**config.mk**
```make
export PLATFORM = sky130hd
export DESIGN_NAME = seg_decode_flat
export DESIGN_NICKNAME = d
export VERILOG_FILES = /design/src/rtl/seg_decode_if.sv /design/src/rtl/seg_decode.sv /design/src/flat_wrapper.sv
export SDC_FILE = /design/constraint.sdc
export NUM_CORES = 1
export LEC_CHECK = 0
export ABC_AREA = 1
export BUFFER_PORTS_ARGS = -buffer_cell sky130_fd_sc_hd__buf_4
export CELL_PAD_IN_SITES_DETAIL_PLACEMENT = 2
export CELL_PAD_IN_SITES_GLOBAL_PLACEMENT = 2
export CORE_UTILIZATION = 36
export DETAILED_ROUTE_END_ITERATION = 10
export PLACE_DENSITY = 0.83
export SYNTH_ARGS = -nofsm -noshare
export SYNTH_HDL_FRONTEND = slang
export SYNTH_SLANG_ARGS = --single-unit
```
**constraint.sdc**
```tcl
create_clock -name clk -period 3.65 [get_ports clk]
set_input_delay 0.73 -clock clk [delete_from_list [all_inputs] [get_ports clk]]
set_output_delay 0.73 -clock clk [all_outputs]
set_load 0.005 [all_outputs]
```
**src/rtl/seg_decode_if.sv**
```systemverilog
// Segment readback bus: the raw segment pattern in, decoded code out through a valid/ready holding register.
// Latency: none (wiring only).
// Backpressure: out_ready from the consumer qualifies out_valid from the decoder.
interface seg_decode_if;
    logic [6:0] hex_in;
    logic [3:0] bcd_out;
    logic       out_valid;
    logic       out_ready;
    logic       code_err;
    logic       overrun;

    // Side that drives the display pattern and consumes decoded codes.
    modport master (
        output hex_in,
        output out_ready,
        input  bcd_out,
        input  out_valid,
        input  code_err,
        input  overrun
    );

    // Decoder side.
    modport slave (
        input  hex_in,
        input  out_ready,
        output bcd_out,
        output out_valid,
        output code_err,
        output overrun
    );
endinterface

```
**src/rtl/seg_decode.sv**
```systemverilog
// Seven-segment readback decoder: debounces an active-low segment bus and maps stable patterns to 4-bit codes.
// Latency: STABLE_CYCLES+1 edges from pattern to out_valid (plus 2 when SEG_DECODE_SYNC_EN adds the synchroniser).
// Backpressure: one-entry holding register; a new code overwrites an unconsumed one and sets sticky overrun.
module seg_decode #(
    parameter int STABLE_CYCLES = 4
) (
    input  logic         clk,
    input  logic         rstn,
    seg_decode_if.slave  bus
);

    localparam logic [6:0] BLANK      = 7'b1111111;
    localparam logic [7:0] STABLE_CNT = 8'(STABLE_CYCLES);

    typedef enum logic {
        IDLE   = 1'b0,
        SETTLE = 1'b1
    } state_t;

    state_t     state, state_nxt;
    logic [6:0] s;
    logic [6:0] cand, cand_nxt;
    logic [7:0] cnt, cnt_nxt;
    logic [6:0] last, last_nxt;
    logic       accept;
    logic       emit;
    logic [3:0] code_val;
    logic       code_ok;

    logic [3:0] bcd_q;
    logic       valid_q;
    logic       err_q;
    logic       ovr_q;

`ifdef SEG_DECODE_SYNC_EN
    logic [6:0] sync1, sync2;

    // Two-flop synchroniser; resets to blank so a reset never looks like a new pattern.
    always_ff @(posedge clk or negedge rstn) begin
        if (!rstn) begin
            sync1 <= BLANK;
            sync2 <= BLANK;
        end else begin
            sync1 <= bus.hex_in;
            sync2 <= sync1;
        end
    end

    assign s = sync2;
`else
    assign s = bus.hex_in;
`endif

    // Filter state and pattern registers.
    always_ff @(posedge clk or negedge rstn) begin
        if (!rstn) begin
            state <= IDLE;
            cand  <= BLANK;
            cnt   <= 8'd0;
            last  <= BLANK;
        end else begin
            state <= state_nxt;
            cand  <= cand_nxt;
            cnt   <= cnt_nxt;
            last  <= last_nxt;
        end
    end

    // Next-state: watch for a change from the last accepted pattern, then require it to hold.
    always_comb begin
        state_nxt = state;
        cand_nxt  = cand;
        cnt_nxt   = cnt;
        last_nxt  = last;
        accept    = 1'b0;
        case (state)
            IDLE: begin
                if (s != last) begin
                    cand_nxt  = s;
                    cnt_nxt   = 8'd1;
                    state_nxt = SETTLE;
                end
            end
            SETTLE: begin
                if (cnt == STABLE_CNT) begin
                    accept    = 1'b1;
                    last_nxt  = cand;
                    state_nxt = IDLE;
                end else if (s != cand) begin
                    cand_nxt = s;
                    cnt_nxt  = 8'd1;
                end else begin
                    cnt_nxt = cnt + 8'd1;
                end
            end
            default: state_nxt = IDLE;
        endcase
    end

    // A pattern that settles back to the previous one was only a glitch.
    assign emit = accept && (cand != last);

    // Pattern-to-code table for the candidate being accepted.
    always_comb begin
        code_val = 4'd0;
        code_ok  = 1'b1;
        case (cand)
            7'b1000000: code_val = 4'd0;
            7'b1111001: code_val = 4'd1;
            7'b0100100: code_val = 4'd2;
            7'b0110000: code_val = 4'd3;
            7'b0011001: code_val = 4'd4;
            7'b0010010: code_val = 4'd5;
            7'b0000010: code_val = 4'd6;
            7'b1111000: code_val = 4'd7;
            7'b0000000: code_val = 4'd8;
            7'b0010000: code_val = 4'd9;
            7'b0111101: code_val = 4'd10;
            7'b0111011: code_val = 4'd11;
            7'b0111111: code_val = 4'd12;
            default:    code_ok  = 1'b0;
        endcase
    end

    // Holding register and sticky flags; a load on the consume edge wins over the clear.
    always_ff @(posedge clk or negedge rstn) begin
        if (!rstn) begin
            bcd_q   <= 4'd0;
            valid_q <= 1'b0;
            err_q   <= 1'b0;
            ovr_q   <= 1'b0;
        end else begin
            if (valid_q && bus.out_ready) begin
                valid_q <= 1'b0;
            end
            if (emit) begin
                if (code_ok) begin
                    bcd_q   <= code_val;
                    valid_q <= 1'b1;
                    err_q   <= 1'b0;
                    if (valid_q && !bus.out_ready) begin
                        ovr_q <= 1'b1;
                    end
                end else begin
                    err_q <= 1'b1;
                end
            end
        end
    end

    assign bus.bcd_out   = bcd_q;
    assign bus.out_valid = valid_q;
    assign bus.code_err  = err_q;
    assign bus.overrun   = ovr_q;

endmodule

```
**src/flat_wrapper.sv**
```systemverilog
// flat-port wrapper written by rule: the top's interface ports become plain ports
module seg_decode_flat 
#(
    parameter int STABLE_CYCLES = 4
)
  (clk, rstn, bus_hex_in, bus_out_ready, bus_bcd_out, bus_out_valid, bus_code_err, bus_overrun);
  seg_decode_if bus_i ();
  input  logic clk;
  input  logic rstn;
  input wire logic [$bits(bus_i.hex_in)-1:0] bus_hex_in;
  input wire logic [$bits(bus_i.out_ready)-1:0] bus_out_ready;
  output wire logic [$bits(bus_i.bcd_out)-1:0] bus_bcd_out;
  output wire logic [$bits(bus_i.out_valid)-1:0] bus_out_valid;
  output wire logic [$bits(bus_i.code_err)-1:0] bus_code_err;
  output wire logic [$bits(bus_i.overrun)-1:0] bus_overrun;
  assign bus_i.hex_in = bus_hex_in;
  assign bus_i.out_ready = bus_out_ready;
  assign bus_bcd_out = bus_i.bcd_out;
  assign bus_out_valid = bus_i.out_valid;
  assign bus_code_err = bus_i.code_err;
  assign bus_overrun = bus_i.overrun;
  seg_decode #(.STABLE_CYCLES(STABLE_CYCLES)) u_core (.clk(clk), .rstn(rstn), .bus(bus_i));
endmodule
```
==> results of run 1 <==
-- per-stage QoR --
| stage | cell area (um^2) | instances |
|---|---|---|
| finish | 2290 | 372 |
| global route | 2290 | 372 |
| CTS | 2290 | 372 |
| detailed placement | 2180 | 364 |
| global placement | 2180 | 364 |
| floorplan | 2010 | 285 |
-- final cells by class --
cell class,instances,share of cell area
timing repair buffer,16,0.0525
sequential,30,0.336
multi-input combinational,221,0.478
tap,70,0.0383
inverter,27,0.0465
clock buffer,8,0.0482
-- synth_stat cells, types with 3 or more instances --
cell	count
xnor2_1	5
nor3_1	3
dfstp_2	14
nand3_1	26
nand3b_1	3
o21ai_0	17
nor2_1	36
nor2_2	4
inv_2	6
o21ai_1	4
nand2_1	94
dfrtp_1	16
buf_2	4
inv_1	20
xor2_1	7
nand4_1	6
-- placed cells by master (no fill, tap or decap), types with 2 or more instances in the layout --
cell type,instances
nor3_1,3
nand3_1,26
xor2_1,7
nor2_2,4
dfrtp_1,16
nand2_2,2
inv_2,6
clkbuf_8,8
o21ai_1,4
ha_1,2
nand2_1,94
a21oi_1,2
nand3b_1,3
nor2_1,36
xnor2_1,5
buf_4,16
inv_1,20
nor2_8,2
o21ai_0,17
nand4_1,6
dfstp_2,14
-- per-layer routing --
layer  wire length, um  share of wire  track usage  up-vias
met2              2970           0.48        0.397       23
met4                35         0.0056       0.0346        0
met3               130          0.021       0.0357        4
met5                 0              0            0        -
met1              3070           0.49        0.301      941
li1                  -              -            -      931
-- kinds of logic (layout without fill, tap and decap cells) --
group	after synthesis	count (layout)	synth area share
buffers and inverters	34	51	0.0758
adders and majority gates	2	2	0.0124
DFF	30	30	0.381
xor gates and xnor gates	12	12	0.0522
AOI/OAI and AO/OA	25	25	0.0652
and+or+nand+nor	182	182	0.413
-- critical path, cell delays in order (launching register included) --
cell     delay (ns)
dfstp_2        0.68
nand2_1        0.12
nor2_1         0.26
nand3_1        0.18
nand2_1        0.11
nor2_1         0.05
nand3_2        0.14
nand2_4        0.10
nand2_1        0.08
nand2_1        0.05
-- power groups by stage --
stage	combinational [mW]	clock [mW]	sequential, mW
2_1_floorplan	0.0598	0	0.349
3_3_place_gp	0.0777	0	0.363
3_5_place_dp	0.0810	0	0.363
4_1_cts	0.0832	0.334	0.357
5_1_grt	0.0920	0.345	0.359
6_report	0.0816	0.324	0.358
-- flip-flops by register name, summed over array words and instances, names as in the netlist --
name                  flops
u_core.last               7
u_core.state              1
u_core.bus.out_valid      1
u_core.bus.bcd_out        4
u_core.cand               7
u_core.bus.overrun        1
u_core.cnt                8
u_core.bus.code_err       1
-- path summary, 6_finish.rpt --
path | endpoint | slack [ns] | startpoint | cells past startpoint
worst max-delay path | u_core.bus.bcd_out[0] | 1.79 | u_core.cand[4] | 9
worst min-delay path | u_core.bus.overrun | 0.38 | rstn | 1
worst max register to register | u_core.bus.bcd_out[0] | 1.79 | u_core.cand[4] | 9
worst min register to register | u_core.bus.overrun | 0.47 | u_core.bus.overrun | 2
max in group asynchronous | u_core.cand[3] | 2.94 | rstn | 1
min in group clk | u_core.bus.overrun | 0.47 | u_core.bus.overrun | 2
==> metrics.txt, run 1 <==
latest clock arrival within the worst-skew pair=0.28 ns; f_max=about 540 MHz; Tcrit/Tclk final=0.511; Via density=around 5; GRT overflow=0; initial antenna violation count=0; # IOs=17; Vias=between 1500 and 2000; clock power share=0.425; Layout Nets=~310; storage element area=approximately 770 um^2; Mapped Area=2010 um^2; cells after synthesis=285; Final setup viols=0; multi-input logic area=1090 um^2; CTS tree=yes; Fin. Hold Viols=0; Core ar.=5240 um^2; HP Class=input port to async pin; worst setup margin=1.79 ns; first-pass GRT wire length=10.6 mm; Yosys top cell by area=dfrtp_1; pwr/cell area=334 nW/um^2; Final GP Congestion=between 0.8 and 0.9; clk slew on worst S/H paths=approximately 0.070 ns; cts repair resizes=0; CP Data Required Time=3.82 ns; final core utilization=0.436; Die Y=around 77 um; root buffer cell=clkbuf_8; diode count=0; Netlist cell types=31; hpwl dp=roughly 4.6 mm; Switching Power=203 uW; max-cap viol count=0; Post-synth EDFFs=0; CTS Hold Bufs=0; die width=a little under 80 um; First DRT Iteration DRCs=between 70 and 80; # DRC=0; Final Max Slew Viols=0; mean post-synth cell area=between 7 and 8 um^2; total nets after synthesis=between 200 and 300; Layout area overhead=13.5%; Max Root-Sink Buffers=2; pre-CTS setup slack=roughly 1.6 ns; Final min period=roughly 1.9 ns; top post-synthesis cells by area=dfrtp_1 20%, dfstp_2 18%, nand2_1 18%; H-tree levels=2; post-synthesis sequential area ratio=0.381; Worst VDD drop=roughly 0.14 mV; Synth Register Bits=30; status=finished clean; asr flop ratio synth=1.00; worst-path fanout max=11; Slew @ Worst Pin=around 0.41 ns; Switching Share=0.265; Buffers on Ports=16; number of fill cells in the layout=650; final WL=6.20 mm; Post CTS Setup Buffer Count=0; DIE AREA=5900 um^2; crit end category=flop; WHS=roughly 0.38 ns; unrepaired setup endpoints after global routing=no; Post-DRT Antenna Nets=0; site row count=26; ys flop type=dfrtp_1; P_leak=approximately 1.1 nW; initial core utilization=0.385; wire per inst=16.7 um; Yosys Warn Count=0; largest net degree at the start of global routing=31; GRT Util Overall=0.228; fraction of layout cells with a size suffix above 1=0.195; vias in the first global route=2113; Clock Sink Count=30; Pint=between 500 and 600 uW; Setup Skew=0.00554 ns; Pre-antenna DRT Iters=4; Startpoint Class=flop; Worst slew margin=0.724; post-layout total power=between 700 and 800 uW; Setup CP Type=flop to flop; area share of the largest cell type after synthesis=0.199; Setup TNS=0 ns; combinational power share=0.107; Num CTS Buffers=5; register share of total power=0.468; Worst EP arrival=around 2 ns
(Power assumes the default switching activity.)
==> run 2, diff against run 1 <==
ABC_AREA = 0   (was 1)
CORE_UTILIZATION = 34   (was 36)
PLACE_DENSITY = 0.75   (was 0.83)
clock period = 1.7 ns   (was 3.65 ns; I/O delays follow)
==> run 2 against run 1 <==
The flow now finishes with violations (negative setup slack). Fmax is 10% lower. Clock power up 110%. Hold slack worse by 0.094 ns. Wire length increased by 65%. Via count is 0.16% higher. Non-clock buffer count is 67 higher. Sequential share of layout area shrank 7.3 points. Final cell count down 10%. First-iteration DRC count is 48% higher. Clock-buffer cell count fell by 1.
==> metrics.txt, run 2 <==
failing checks=negative setup slack; f_max=481 MHz (-10%); Synth Register Bits=30 (unchanged); final core utilization=0.569 (+0.133); # DRC=0 (unchanged); pwr/cell area=592 nW/um^2 (+77%); Mapped Area=1820 um^2 (-9.7%); hpwl dp=4.61 mm (+1.4%); Worst EP arrival=2.33 ns (+0.29 ns); Startpoint Class=flop; Switching Power=530 uW (+160%); slowest stage delay, CP=0.59 ns (-0.09 ns); diode count=0 (unchanged); count leader, synth=nand2_1; CP Data Required Time=1.95 ns (-1.87 ns); Vias=1902 (+0.16%); Layout Nets=274 (-12%); ys flop type=dfrtp_1; post-synthesis sequential area ratio=0.422 (+0.0409); Crit-path slowest cell=dfstp_2; initial antenna violation count=0 (unchanged); Setup Skew=0.0194 ns (+0.0138 ns); Tcrit/Tclk final=1.22 (+0.711); Pint=1.20 mW (+110%); Yosys Warn Count=0 (unchanged); GRT Util Overall=0.325 (+0.0964); Max Root-Sink Buffers=2 (unchanged); Fin. Hold Viols=0 (unchanged); Worst slew margin=0.662 (-0.0616); Final Max Slew Viols=0 (unchanged); area share of the largest cell type after synthesis=0.220 (+0.0213); worst setup margin=-0.377 ns (-2.16 ns); R2R setup slack=-0.38 ns (-2.16 ns); Yosys top cell by area=dfrtp_1; die width=75.2 um (-2.2%); wire per inst=30.7 um (+84%); register share of total power=0.431 (-0.037); largest registers=u_core.cnt: 8 flops, u_core.cand: 7 flops, u_core.last: 7 flops; pre-CTS setup slack=-0.272 ns (-1.88 ns); vias in the first global route=2071 (-2.0%); initial core utilization=0.354 (-0.0307); most frequent cells in the layout=69 x buf_4, 16 x dfrtp_1, 14 x dfstp_2, 12 x xnor2_1, 12 x nand2_2; site row count=26 (unchanged); Largest register FFs=8 (unchanged); top post-synthesis cells by area=dfrtp_1 22%, dfstp_2 20%, xnor2_1 7.2%; Setup CP Type=flop to flop; Final min period=2.08 ns (+0.213 ns); status=finished with violations; H-tree levels=2 (unchanged); clk slew on worst S/H paths=0.09 ns (+0.02 ns); # IOs=17 (unchanged); Via density=5.71 (+12%); GRT overflow=0 (unchanged); HP Class=input port to flop; crit end category=flop; CP Cell Sequence=xor2_2, or4_4, o21ai_4, inv_2, nand2_1, mux2_2; cells after synthesis=181 (-36%); CTS tree=yes; First DRT Iteration DRCs=114 (+48%); P_leak=1.29 nW (+19%); multi-input logic area=1260 um^2 (+16%); asr flop ratio synth=1.00 (unchanged); latest clock arrival within the worst-skew pair=0.31 ns (+0.03 ns); Netlist cell types=49 (+58%); Die Y=75.2 um (-2.2%); mean post-synth cell area=10.1 um^2 (+42%); final WL=10.2 mm (+65%); Worst VDD drop=0.449 mV (+220%); fraction of layout cells with a size suffix above 1=0.639 (+0.443); first-pass GRT wire length=12.6 mm (+19%); CP Buf/Inv Count=1 (+1); total nets after synthesis=193 (-35%); Buffers on Ports=16 (unchanged); clock power share=0.388 (-0.037); combinational power share=0.181 (+0.074); largest net degree at the start of global routing=31 (unchanged); Post-DRT Antenna Nets=0 (unchanged); number of fill cells in the layout=507 (-22%); DIE AREA=5650 um^2 (-4.3%); max-cap viol count=0 (unchanged); Core ar.=5140 um^2 (-1.9%); worst-path fanout max=4 (-7); storage element area=768 um^2 (unchanged); root buffer cell=clkbuf_8; most common cell after layout, fill and taps aside=buf_4; Num CTS Buffers=5 (unchanged); Final setup viols=23 (+23); Switching Share=0.306 (+0.0404); unrepaired setup endpoints after global routing=yes; Final GP Congestion=0.795 (-1.0%); Pre-antenna DRT Iters=5 (+1); Clock Sink Count=30 (unchanged); Slew @ Worst Pin=0.506 ns (+0.0914 ns); Synth top cells by count=27 x nand2_1, 16 x dfrtp_1, 15 x xnor2_1, 14 x dfstp_2, 11 x mux2_2; Layout area overhead=60.8%; Largest Register=u_core.cnt; Crit path max-delay family=simple AND/OR/NAND/NOR gates; Post-synth EDFFs=0 (unchanged)
-- run 2: area by class of cell --
| class | instances | area share |
|---|---|---|
| clock inverters | 1 | 0.00171 |
| flip-flops and latches | 30 | 0.263 |
| multi-input cells | 138 | 0.432 |
| well taps | 70 | 0.0299 |
| inverters | 4 | 0.00513 |
| repair buffers | 83 | 0.239 |
| clock buffers | 7 | 0.0295 |
-- run 2: power by group through the flow --
stage / registers, mW / logic (mW) / clock network, mW
after floorplan: 0.751 / 0.0979 / 0
after global placement: 0.761 / 0.185 / 0
after detailed placement: 0.765 / 0.196 / 0
after CTS: 0.744 / 0.259 / 0.638
after global routing: 0.748 / 0.325 / 0.700
final: 0.747 / 0.313 / 0.672
-- run 2: stage by stage --
stage / cell area [um^2] / std cells / setup TNS (ns) / power (mW) / hold slack [ns]
floorplan: 1850 / 181 / -0.996 / 0.849 / 0.0444
global placement: 2330 / 303 / -2.40 / 0.946 / 0.286
detailed placement: 2330 / 303 / -4.31 / 0.960 / 0.298
CTS: 2720 / 325 / -3.06 / 1.64 / 0.263
global route: 2930 / 333 / -7.40 / 1.77 / 0.284
finish: 2930 / 333 / -6.61 / 1.73 / 0.286
-- run 2: layer usage --
layer,GRT usage,wire length [um],up-vias
met3,0.0736,405,37
met4,0.105,585,0
met1,0.393,4020,991
met2,0.574,5190,68
li1,-,-,806
met5,0,0,-
-- run 2: final timing paths --
check / start / end / cells past startpoint
worst max-delay path: u_core.last[1] / u_core.cnt[0] / 6
worst min-delay path: bus_hex_in[0] / u_core.cand[0] / 3
worst max register to register: u_core.last[1] / u_core.cnt[0] / 6
worst min register to register: u_core.bus.code_err / u_core.bus.code_err / 1
max in group asynchronous: rstn / u_core.last[2] / 2
min in group asynchronous: rstn / u_core.cnt[5] / 2
-- run 2: repair_timing --
action	CTS	global route
setup buffers	14	10
endpoints found under the hold margin	16	0
pin swaps	12	13
resized for setup	43	31
hold buffers	1	0
endpoints found under the setup margin	26	30
-- run 2: cell families (layout without fill, tap and decap cells) --
kind of cell,Yosys count,after routing,synth area share
mux,14,14,0.0901
xor+xnor,22,22,0.106
buf+inv,13,95,0.0337
flops,30,30,0.422
simple gates,72,72,0.213
fa+ha+maj,2,2,0.0138
compound gates,28,28,0.121
-- run 2: worst reg2reg max path: cells and delay by family, from the launching register on --
kind                   cells  cell delay [ns]
AO/OA/AOI/OAI              1             0.24
multiplexers               1             0.22
flip-flops                 1             0.59
AND/OR/NAND/NOR            2             0.74
XOR/XNOR                   1             0.10
buffers and inverters      1             0.12
==> run 3, diff against run 2 <==
CORE_UTILIZATION = 38   (was 34)
PLACE_DENSITY = 0.79   (was 0.75)
clock period = 2.3 ns   (was 1.7 ns; I/O delays follow)
==> run 3 against run 2 <==
The flow finishes with violations (design-rule violations). Clock skew down 0.012 ns. Wire length down 51%. Global-route usage down 11 points. Die area down 10%. Register-to-register slack better by 0.55 ns. Flip-flop and latch count unchanged. Core utilization down 10 points. Non-clock buffer count down 60. Fmax down 2.4%. Power down 38%. First-iteration DRC count down 55%. Largest cell class unchanged. Highest routed layer unchanged.
==> metrics.txt, run 3 (synthesized netlist as in run 2, its figures left out) <==
status=finished with violations; failing checks=design-rule violations; most frequent cells in the layout=27 x nand2_1, 23 x buf_4, 16 x dfrtp_1, 15 x xnor2_1, 14 x dfstp_2; Worst EP arrival=2.28 ns (-0.05 ns); Die Y=71.2 um (-5.3%); First DRT Iteration DRCs=51 (-55%); wire per inst=19.8 um (-35%); root buffer cell=clkbuf_8; Layout Nets=214 (-22%); worst setup margin=0.173 ns (+0.550 ns); Post CTS Setup Buffer Count=0 (-14); Fin. Hold Viols=0 (unchanged); Largest Register=u_core.cnt; GRT overflow=0 (unchanged); # DRC=2 (+2); Slew @ Worst Pin=0.429 ns (-0.0765 ns); initial antenna violation count=0 (unchanged); Tcrit/Tclk final=0.925 (-0.297); Final min period=2.13 ns (+0.0502 ns); pwr/cell area=512 nW/um^2 (-13%); Worst VDD drop=0.393 mV (-12%); Post-DRT Antenna Nets=0 (unchanged); multi-input logic area=990 um^2 (-22%); hpwl dp=3.81 mm (-17%); H-tree levels=2 (unchanged); worst-path fanout max=12 (+8); pre-CTS setup slack=0.161 ns (+0.433 ns); CP Data Required Time=2.46 ns (+0.51 ns); fraction of layout cells with a size suffix above 1=0.315 (-0.324); vias in the first global route=1640 (-21%); Num CTS Buffers=5 (unchanged); GRT Util Overall=0.218 (-0.107); unrepaired setup endpoints after global routing=no; Largest register FFs=8 (unchanged); site row count=24 (-7.7%); max-cap viol count=0 (unchanged); DIE AREA=5070 um^2 (-10%); Worst slew margin=0.710 (+0.0477); HP Class=input port to async pin; P_leak=0.892 nW (-31%); most common cell after layout, fill and taps aside=nand2_1; Via density=5.68 (-0.51%); largest registers=u_core.cnt: 8 flops, u_core.cand: 7 flops, u_core.last: 7 flops; # IOs=17 (unchanged); Setup TNS=0 ns (+6.61 ns); first-pass GRT wire length=8.48 mm (-33%); Final GP Congestion=0.798 (+0.45%); largest net degree at the start of global routing=31 (unchanged); Setup Skew=0.00701 ns (-0.0124 ns); clk slew on worst S/H paths=0.07 ns (-0.02 ns); CTS Hold Bufs=0 (-1); post-layout total power=1.07 mW (-38%); final WL=5.05 mm (-51%); CTS tree=yes; Core ar.=4470 um^2 (-13%); Buffers on Ports=16 (unchanged); Startpoint Class=flop; cts repair resizes=0 (-100%); Vias=1449 (-24%); number of fill cells in the layout=468 (-7.7%); Layout area overhead=14.9%; latest clock arrival within the worst-skew pair=0.28 ns (-0.03 ns); Final setup viols=0 (-100%); Clock Sink Count=30 (unchanged); storage element area=768 um^2 (unchanged); Pre-antenna DRT Iters=7 (+2); Max Root-Sink Buffers=2 (unchanged); Setup CP Type=flop to flop; crit end category=flop; Final Max Slew Viols=0 (unchanged); initial core utilization=0.407 (+0.0527); f_max=470 MHz (-2.4%); diode count=0 (unchanged); die width=71.2 um (-5.3%)
==> run 3: changes by cell type in the layout (fill, tap and decap cells not counted), sizes merged <==
cell	change
buf	-59
clkinv	-1
dlygate4sd3	-1
clkbuf	+1
==> run 3: worst max-delay path: stages, from the launching register on <==
cell and delay (ns):
dfstp_2 0.71, xnor2_1 0.20, nand4_1 0.29, nor2_1 0.37
nand2_1 0.16, mux2_2 0.28
==> run 3: final timing paths <==
path                                       start                     to  slack, ns  depth (start not counted)
setup / recovery                  u_core.cand[2]          u_core.cnt[0]       0.17                          5
hold / removal                              rstn  u_core.bus.bcd_out[1]        0.1                          1
setup reg to reg                  u_core.cand[2]          u_core.cnt[0]       0.17                          5
hold reg to reg            u_core.bus.bcd_out[1]  u_core.bus.bcd_out[1]       0.51                          1
max in group asynchronous                   rstn         u_core.cand[0]       1.86                          1
min in group clk                   bus_hex_in[3]         u_core.cand[3]       0.43                          3
==> run 3: area by class of cell <==
cell class,count,share of cell area
inverters,4,0.00718
well taps,52,0.0311
multi-input cells,138,0.473
flip-flops and latches,30,0.367
repair buffers,23,0.0826
clock buffers,8,0.0383
==> run 3: metal layers <==
metal	GRT usage	vias to the layer above	part of all wire
met5	0	-	0
met4	0.0400	0	0.0034
met3	0.0385	2	0.026
met2	0.397	22	0.52
met1	0.271	735	0.45
li1	-	690	-
==> run 3: metrics by stage <==
| stage | util | cells | area (um^2) | hold slack [ns] |
|---|---|---|---|---|
| 4_1_cts | 0.467 | 255 | 2090 | 0.122 |
| 5_1_grt | 0.467 | 255 | 2090 | 0.116 |
| 3_3_place_gp | 0.449 | 247 | 2010 | 0.417 |
| 6_report | 0.467 | 255 | 2090 | 0.0990 |
| 2_1_floorplan | - | 181 | 1820 | 0.164 |
| 3_5_place_dp | 0.449 | 247 | 2010 | 0.418 |
==> run 3: where the power goes <==
part	internal (mW)	leakage [nW]	switching [mW]
Clock	0.215	0.0395	0.192
Sequential	0.542	0.359	0.0260
Combinational	0.0439	0.493	0.0535
